File: config.mk
export PLATFORM = sky130hd
export DESIGN_NAME = md_sequencer
export DESIGN_NICKNAME = d
export VERILOG_FILES = /design/src/rtl/md_sequencer.sv
export SDC_FILE = /design/constraint.sdc
export NUM_CORES = 1
export LEC_CHECK = 0
export CAP_MARGIN = 20
export CORE_ASPECT_RATIO = 1.5
export CORE_MARGIN = 2
export CORE_UTILIZATION = 37
export DETAILED_ROUTE_END_ITERATION = 8
export PLACE_DENSITY_LB_ADDON = 0.3
export SETUP_SLACK_MARGIN = 0.4
export SYNTH_ARGS = -nofsm -noshare
export SYNTH_HDL_FRONTEND = slang
export SYNTH_SLANG_ARGS = --single-unit
File: constraint.sdc
create_clock -name clk -period 1.66 [get_ports clk]
set_input_delay 0.332 -clock clk [delete_from_list [all_inputs] [get_ports clk]]
set_output_delay 0.332 -clock clk [all_outputs]
set_load 0.01 [all_outputs]
File: src/rtl/md_sequencer.sv
// md_sequencer: issues one request at a time to the shared multi-cycle
// mult/div unit. It holds the operands, sends a start pulse, waits for RDY
// or a timeout, and returns the result on a valid/ready writeback port.
// Optional: MD_DIV0_FAST_EN completes divide-by-zero locally. The unit is
// never started for that case.
module md_sequencer #(
  parameter int DATA_W  = 32,
  parameter int RD_W    = 5,
  parameter int TIMEOUT = 40
) (
  input  logic              clk,
  input  logic              reset,
  input  logic              req_valid,
  input  logic              req_op,
  input  logic [DATA_W-1:0] req_A,
  input  logic [DATA_W-1:0] req_B,
  input  logic [RD_W-1:0]   req_rd,
  output logic              req_ready,
  output logic              stall,
  output logic              busy,
  input  logic              flush,
  output logic              ctrl_MULT,
  output logic              ctrl_DIV,
  output logic [DATA_W-1:0] unit_A,
  output logic [DATA_W-1:0] unit_B,
  input  logic [DATA_W-1:0] unit_result,
  input  logic              unit_exception,
  input  logic              unit_RDY,
  output logic              wb_valid,
  input  logic              wb_ready,
  output logic [DATA_W-1:0] wb_data,
  output logic [RD_W-1:0]   wb_rd,
  output logic              wb_exception
);
  localparam int CNT_W = $clog2(TIMEOUT + 1);

  typedef enum logic [1:0] {IDLE, START, BUSY, DONE} state_t;

  state_t            state;
  logic              op_q;
  logic [DATA_W-1:0] a_q, b_q;
  logic [RD_W-1:0]   rd_q;
  logic [CNT_W-1:0]  cnt;
  logic              accept;

  // Handshake decode. Flush and reset block acceptance in the same cycle.
  assign req_ready = (state == IDLE) & ~flush & ~reset;
  assign accept    = req_valid & req_ready;
  assign stall     = req_valid & ~req_ready;
  assign busy      = (state != IDLE);
  assign unit_A    = a_q;
  assign unit_B    = b_q;

  // The start pulse is decoded from START so that a flush in that same
  // cycle can still suppress it.
  assign ctrl_MULT = (state == START) & ~op_q & ~flush & ~reset;
  assign ctrl_DIV  = (state == START) &  op_q & ~flush & ~reset;

  // Sequencer FSM: latch operands, start the unit, wait for RDY or timeout,
  // then hold the writeback until the consumer takes it.
  always_ff @(posedge clk) begin
    if (reset) begin
      state        <= IDLE;
      op_q         <= 1'b0;
      a_q          <= '0;
      b_q          <= '0;
      rd_q         <= '0;
      cnt          <= '0;
      wb_valid     <= 1'b0;
      wb_data      <= '0;
      wb_rd        <= '0;
      wb_exception <= 1'b0;
    end else if (flush) begin
      state    <= IDLE;
      wb_valid <= 1'b0;
    end else begin
      case (state)
        IDLE: if (accept) begin
          op_q <= req_op;
          a_q  <= req_A;
          b_q  <= req_B;
          rd_q <= req_rd;
`ifdef MD_DIV0_FAST_EN
          if (req_op && req_B == '0) begin
            state        <= DONE;
            wb_valid     <= 1'b1;
            wb_data      <= '0;
            wb_rd        <= req_rd;
            wb_exception <= 1'b1;
          end else begin
            state <= START;
          end
`else
          state <= START;
`endif
        end
        START: begin
          cnt   <= '0;
          state <= BUSY;
        end
        BUSY: begin
          if (unit_RDY) begin
            state        <= DONE;
            wb_valid     <= 1'b1;
            wb_data      <= unit_result;
            wb_rd        <= rd_q;
            wb_exception <= unit_exception;
          end else if (cnt == CNT_W'(TIMEOUT - 1)) begin
            // The unit never answered. Complete with an error so that the
            // pipeline cannot hang.
            state        <= DONE;
            wb_valid     <= 1'b1;
            wb_data      <= '0;
            wb_rd        <= rd_q;
            wb_exception <= 1'b1;
          end else begin
            cnt <= cnt + CNT_W'(1);
          end
        end
        DONE: if (wb_ready) begin
          state    <= IDLE;
          wb_valid <= 1'b0;
        end
        default: state <= IDLE;
      endcase
    end
  end
endmodule

# Word-level counts from Yosys, hierarchy flattened
# Index checks and enable logic that the tools add are counted.
dict set report word_totals {
  reg_bits 117
  latchBits 0
  ram_bits 0
  romBits 0
  inputBits 109
  wordCells 62
  mem_count 0
}
dict set report classes {
  n_addsub 1
  multipliers 0
  div_mod_pow 0
  n_lt_le_gt_ge 0
  eq_ne 9
  n_shift 0
  n_mux 17
  bitwise 14
  n_reduce_logical 11
}
# operator count
set op_table {}
lappend op_table {{2-to-1 mux 32 bit} 2}
lappend op_table {{2-to-1 mux 6 bit} 2}
lappend op_table {{one-hot mux 6 bit (2 select lines)} 1}
lappend op_table {{AND reduction 3 bit} 4}
lappend op_table {{AND 1 bit} 10}
lappend op_table {{2-to-1 mux 5 bit} 2}
lappend op_table {{2-to-1 mux 2 bit} 4}
lappend op_table {{!= test 2 bit (second input constant)} 4}
lappend op_table {{one-hot mux 2 bit (4 select lines)} 1}
lappend op_table {{nonzero test 2 bit} 4}
lappend op_table {{adder 6 x 1 -> 6 bit (second input constant)} 1}
lappend op_table {{== test 6 bit (second input constant)} 1}
lappend op_table {{== test 2 bit (second input constant)} 2}
lappend op_table {{2-to-1 mux 1 bit} 4}
lappend op_table {{inverter 1 bit} 4}
lappend op_table {{AND reduction 4 bit} 1}
lappend op_table {{!= test 3 bit (second input constant)} 1}
lappend op_table {{== test 2 x 1 -> 1 bit (second input constant)} 1}
lappend op_table {{logical NOT 2 bit} 1}
lappend op_table {{one-hot mux 1 bit (2 select lines)} 1}
lappend op_table {{OR reduction 2 bit} 1}

# Logic depth before layout (Yosys ltp)
dict set report logic_depth {
  word_depth 6
  ltp_mapped 7
}

# Worst setup path after synthesis
# No wires, ideal clock.
dict set report synth_path {
  path_type {reg-to-reg}
  from {register state[0]}
  to {register cnt[4]}
  setup_ns 0.114
  arrival_time_ns 1.443
  path_slack_ns 0.103
  stages_incl_launch_ff 8
  path_buffers 1
  synth_period_minus_slack_ns 1.557
  cell_sequence {dfxtp_1 -> inv_1 -> ha_1 -> buf_2 -> nand2b_1 -> a21oi_1 -> a31oi_1 -> a21o_1}
}
dict set report synth_via {
  elab_chain_cells 3
}
# element line
set synth_lines {}
lappend synth_lines {{start, declared} 39} ;# state_t state;
lappend synth_lines {{start signal, assigned} 63} ;# state <= IDLE;
lappend synth_lines {{start signal, assigned} 74} ;# state <= IDLE;
lappend synth_lines {{start signal, assigned} 94} ;# state <= START;
lappend synth_lines {{== test 2 bit / == test 2 x 1 -> 1 bit (equally long branches)} 77} ;# case (state)
lappend synth_lines {{!= test 2 bit (no source line) / nonzero test 2 bit (equally long branches)} n/a}
lappend synth_lines {{AND reduction 4 bit (no source line)} n/a}
lappend synth_lines {{end signal, assigned} 117} ;# cnt <= cnt + CNT_W'(1);
lappend synth_lines {{end, declared} 43} ;# logic [CNT_W-1:0] cnt;
# Parallel ways exist; a longest one is shown, timed or not.
# A chain may end at the register's enable or synchronous reset.

# Final worst setup path
dict set report layout_path {
  from {register state[1]}
  to {register a_q[10], in the netlist unit_A[10]}
}
dict set report layout_via {
  elab_chain_cells 5
}
# element line
set layout_lines {}
lappend layout_lines {{logical NOT 2 bit (*)} {47, 77}}
lappend layout_lines {{AND 1 bit (2 in a row)} 47} ;# assign req_ready = (state == IDLE) & ~flush & ~reset;
lappend layout_lines {{AND 1 bit} 48} ;# assign accept = req_valid & req_ready;
lappend layout_lines {{AND reduction 3 bit (no source line) (*)} n/a}
lappend layout_lines {{end signal, assigned} 80} ;# a_q <= req_A;
lappend layout_lines {{end, declared} 41} ;# logic [DATA_W-1:0] a_q, b_q;
# Mark *: on every way between the ends. The rest lies on a longest branch, timed or not.

==> results.yml <==
logic_synthesis:
  avgSynthCellArea_um2: 8.11
  synth.most_common_cell: "nand2_1"
  async_flop_share_pct: 0
  synth_common_cells: "nand2_1 (148), dfxtp_1 (117), a21oi_1 (111)"
  ys_ff_latch: 117
  yosysWarnings: 0
  ys_seq_area_share_pct: 51.9
  netlist.area_leader.share_pct: 51.9
  synth_area_leaders: "dfxtp_1 (52%), a21oi_1 (12%), nand2_1 (12%)"
  postSynthCellCount: 557
  ys.flop_type: "dfxtp_1"
  synth-edff-count: 0
  ys_types: 38
  syn_nets: 672
  yosys.area.top_type: "dfxtp_1"
  synth_area_um2: 4520
critical_path:
  cp-start-kind: "register"
  crit_path_end_kind: "register"
  critPathMaxStageDelay_ns: 0.33
  critPathKind: "register to register"
  cp_cell_sequence: "inv_4, ha_4, buf_4, buf_6, and3_4, buf_6, clkbuf_16, nand2_2, a21oi_2"
  critical_path_arrival_ns: 1.95
  cp.depth: 9
  reg2reg_depth: 9
  timing.critical_path.mode_cell: "buf_6"
  crit_slowest_cell: "dfxtp_2"
  cpLargestDelayFamily: "buffers and inverters"
  path_buf_inv: 5
  crit_fanout: 6
  critical_path_required_ns: 1.98
  regToRegSetupSlack_ns: 0.04
detailed_routing:
  vias_per_cell: 5.25
  drt_first_pass_iters: 4
  vias: 5181
  routed_wl_um: 18200
  drt_iter0_markers: 230
  drc_errors: 0
  final_antenna_net_count: 0
  wl_per_cell_um: 18.4
timing:
  maxSlewHeadroom_pct: 32.3
  hold_viol_final: 0
  setup_viol: 0
  post-route-min-period_ns: 1.62
  hold_ws_ns: 0.414
  fmax_mhz: 615
  tightest_slew_ns: 1.01
  setup_tns_ns: 0
  final-max-slew-violation-count: 0
  fin_crit_sh_pct: 97.9
  fin_skew_ns: 0.00591
  rsz0062_at_grt: "true"
cts:
  clock_latency_ns: 0.40
  cts_buffer_depth: 2
  cts_tree: "done"
  root_buffer: "clkbuf_16"
  cts-htree-levels: 4
  clk_pin_slew_ns: 0.06
  cts_sinks: 117
  numCtsBuffers: 17
grt:
  busiest_layer: "met2"
  use_met3_pct: 7.74
  grt_max_degree: 86
  antenna_found_initial: 0
  grt_usage_pct: 25.2
  use_met2_pct: 46.7
  grt_pass1_wl_um: 26000
  overflow: 0
  grt_pass1_vias: 5172
  use_met1_pct: 26.7
placed_design:
  place_congestion: 0.793
  place_hpwl_um: 9860
  portBuffers: 216
power:
  ir_drop_mv: 0.661
  p_leak_uw: 0.00353
  power_density_nw_per_um2: 921
finish:
  final-seq-area_um2: 2370
  fill_cells: 911
  multi_input_area_um2: 2490
  antenna_cells: 0
  fin_util_pct: 71.6
  final_nets: 936
  area_growth_pct: 89.5
  layout-drive-gt1-share_pct: 42.8
floorplanning:
  io_pins: 217
  core-area_um2: 12000
  rows: 49
  start_util_pct: 37.8
  chipWidth_um: 94.2
  die_h_um: 139
  die_area_um2: 13100
hold_path:
  hp-class: "input pin to register"
  hold_path_depth: 4
run:
  cap_violations: 0
outcome:
  status: "complete, no violations"
[routing by layer]
metal	share of wire (%)	vias up	wire, µm
li1	-	2435	-
met1	36	2520	6560
met2	55	196	10100
met3	6.2	30	1120
met4	2.3	0	421
met5	0	-	0
[timing repair]
item,in CTS,in global routing
pin swaps,30,44
setup endpoints to repair,225,129
buffers inserted,19,7
hold buffers,0,0
resized for setup,533,100
gates cloned,14,8
endpoints found under the hold margin,0,0
[power by group]
| part | internal, µW | switching, µW | total (µW) |
|---|---|---|---|
| Sequential | 2870 | 35.8 | 2910 |
| Clock | 2750 | 1300 | 4040 |
| Combinational | 524 | 407 | 930 |
| Total | 6140 | 1740 | 7880 |
[cell families after synthesis]
kind of cell | after synthesis | synth area share, %
adder cells (fa/ha/maj) | 6 | 1.66
buffers and inverters | 51 | 5.18
AND/OR/NAND/NOR | 215 | 20.6
AO/OA/AOI/OAI | 168 | 20.7
flip-flops | 117 | 51.9
[worst register-to-register path, stage by stage (launching register included)]
cell and delay [ns]:
dfxtp_2 0.33, inv_4 0.09, ha_4 0.15, buf_4 0.11, buf_6 0.10, and3_4 0.26, buf_6 0.15, clkbuf_16 0.16
nand2_2 0.06, a21oi_2 0.13
[cell usage in the layout (no fill, tap or decap), types with 11 or more instances in the layout]
master / n
a21oi_1: 86
a21oi_2: 24
buf_12: 13
buf_16: 14
buf_2: 98
buf_4: 30
buf_6: 19
clkbuf_16: 22
clkdlybuf4s50_1: 106
dfxtp_1: 93
dfxtp_2: 23
nand2_1: 88
nand2_2: 35
nand2_4: 25
nand3_1: 40
o21ai_0: 11
o21ai_1: 27
[flip-flops by register name (all words and copies together) (netlist names)]
| signal | cells |
|---|---|
| op_q | 1 |
| state | 2 |
| rd_q | 5 |
| unit_A | 32 |
| wb_data | 32 |
| wb_exception | 1 |
| cnt | 6 |
| wb_rd | 5 |
| wb_valid | 1 |
| unit_B | 32 |
[cell type report]
type	count	area share [%]
tap	153	2.24
inverter	6	0.322
clock inverter	12	2.35
clock buffer	20	5.34
sequential	117	27.7
multi-input combinational	390	29.1
timing repair buffer	289	32.9
[per-stage QoR]
| step | cells | total power [µW] | setup slack (ns) | cell area [µm²] |
|---|---|---|---|---|
| after floorplan | 557 | 3200 | 0.292 | 4620 |
| after global placement | 907 | 3640 | -0.441 | 7010 |
| after detailed placement | 907 | 3660 | -0.400 | 7010 |
| after CTS | 972 | 7830 | 0.0398 | 8010 |
| after global routing | 987 | 8140 | -0.0180 | 8560 |
| final | 987 | 7880 | 0.0352 | 8560 |
[path summary, 6_finish.rpt]
| path | start | end |
|---|---|---|
| worst max-delay path | state[1] | unit_A[10] |
| worst min-delay path | reset | wb_valid |
| worst max register to register | state[1] | unit_A[10] |
| worst min register to register | unit_B[28] | unit_B[28] |
Power figures use the tool's default switching activity.
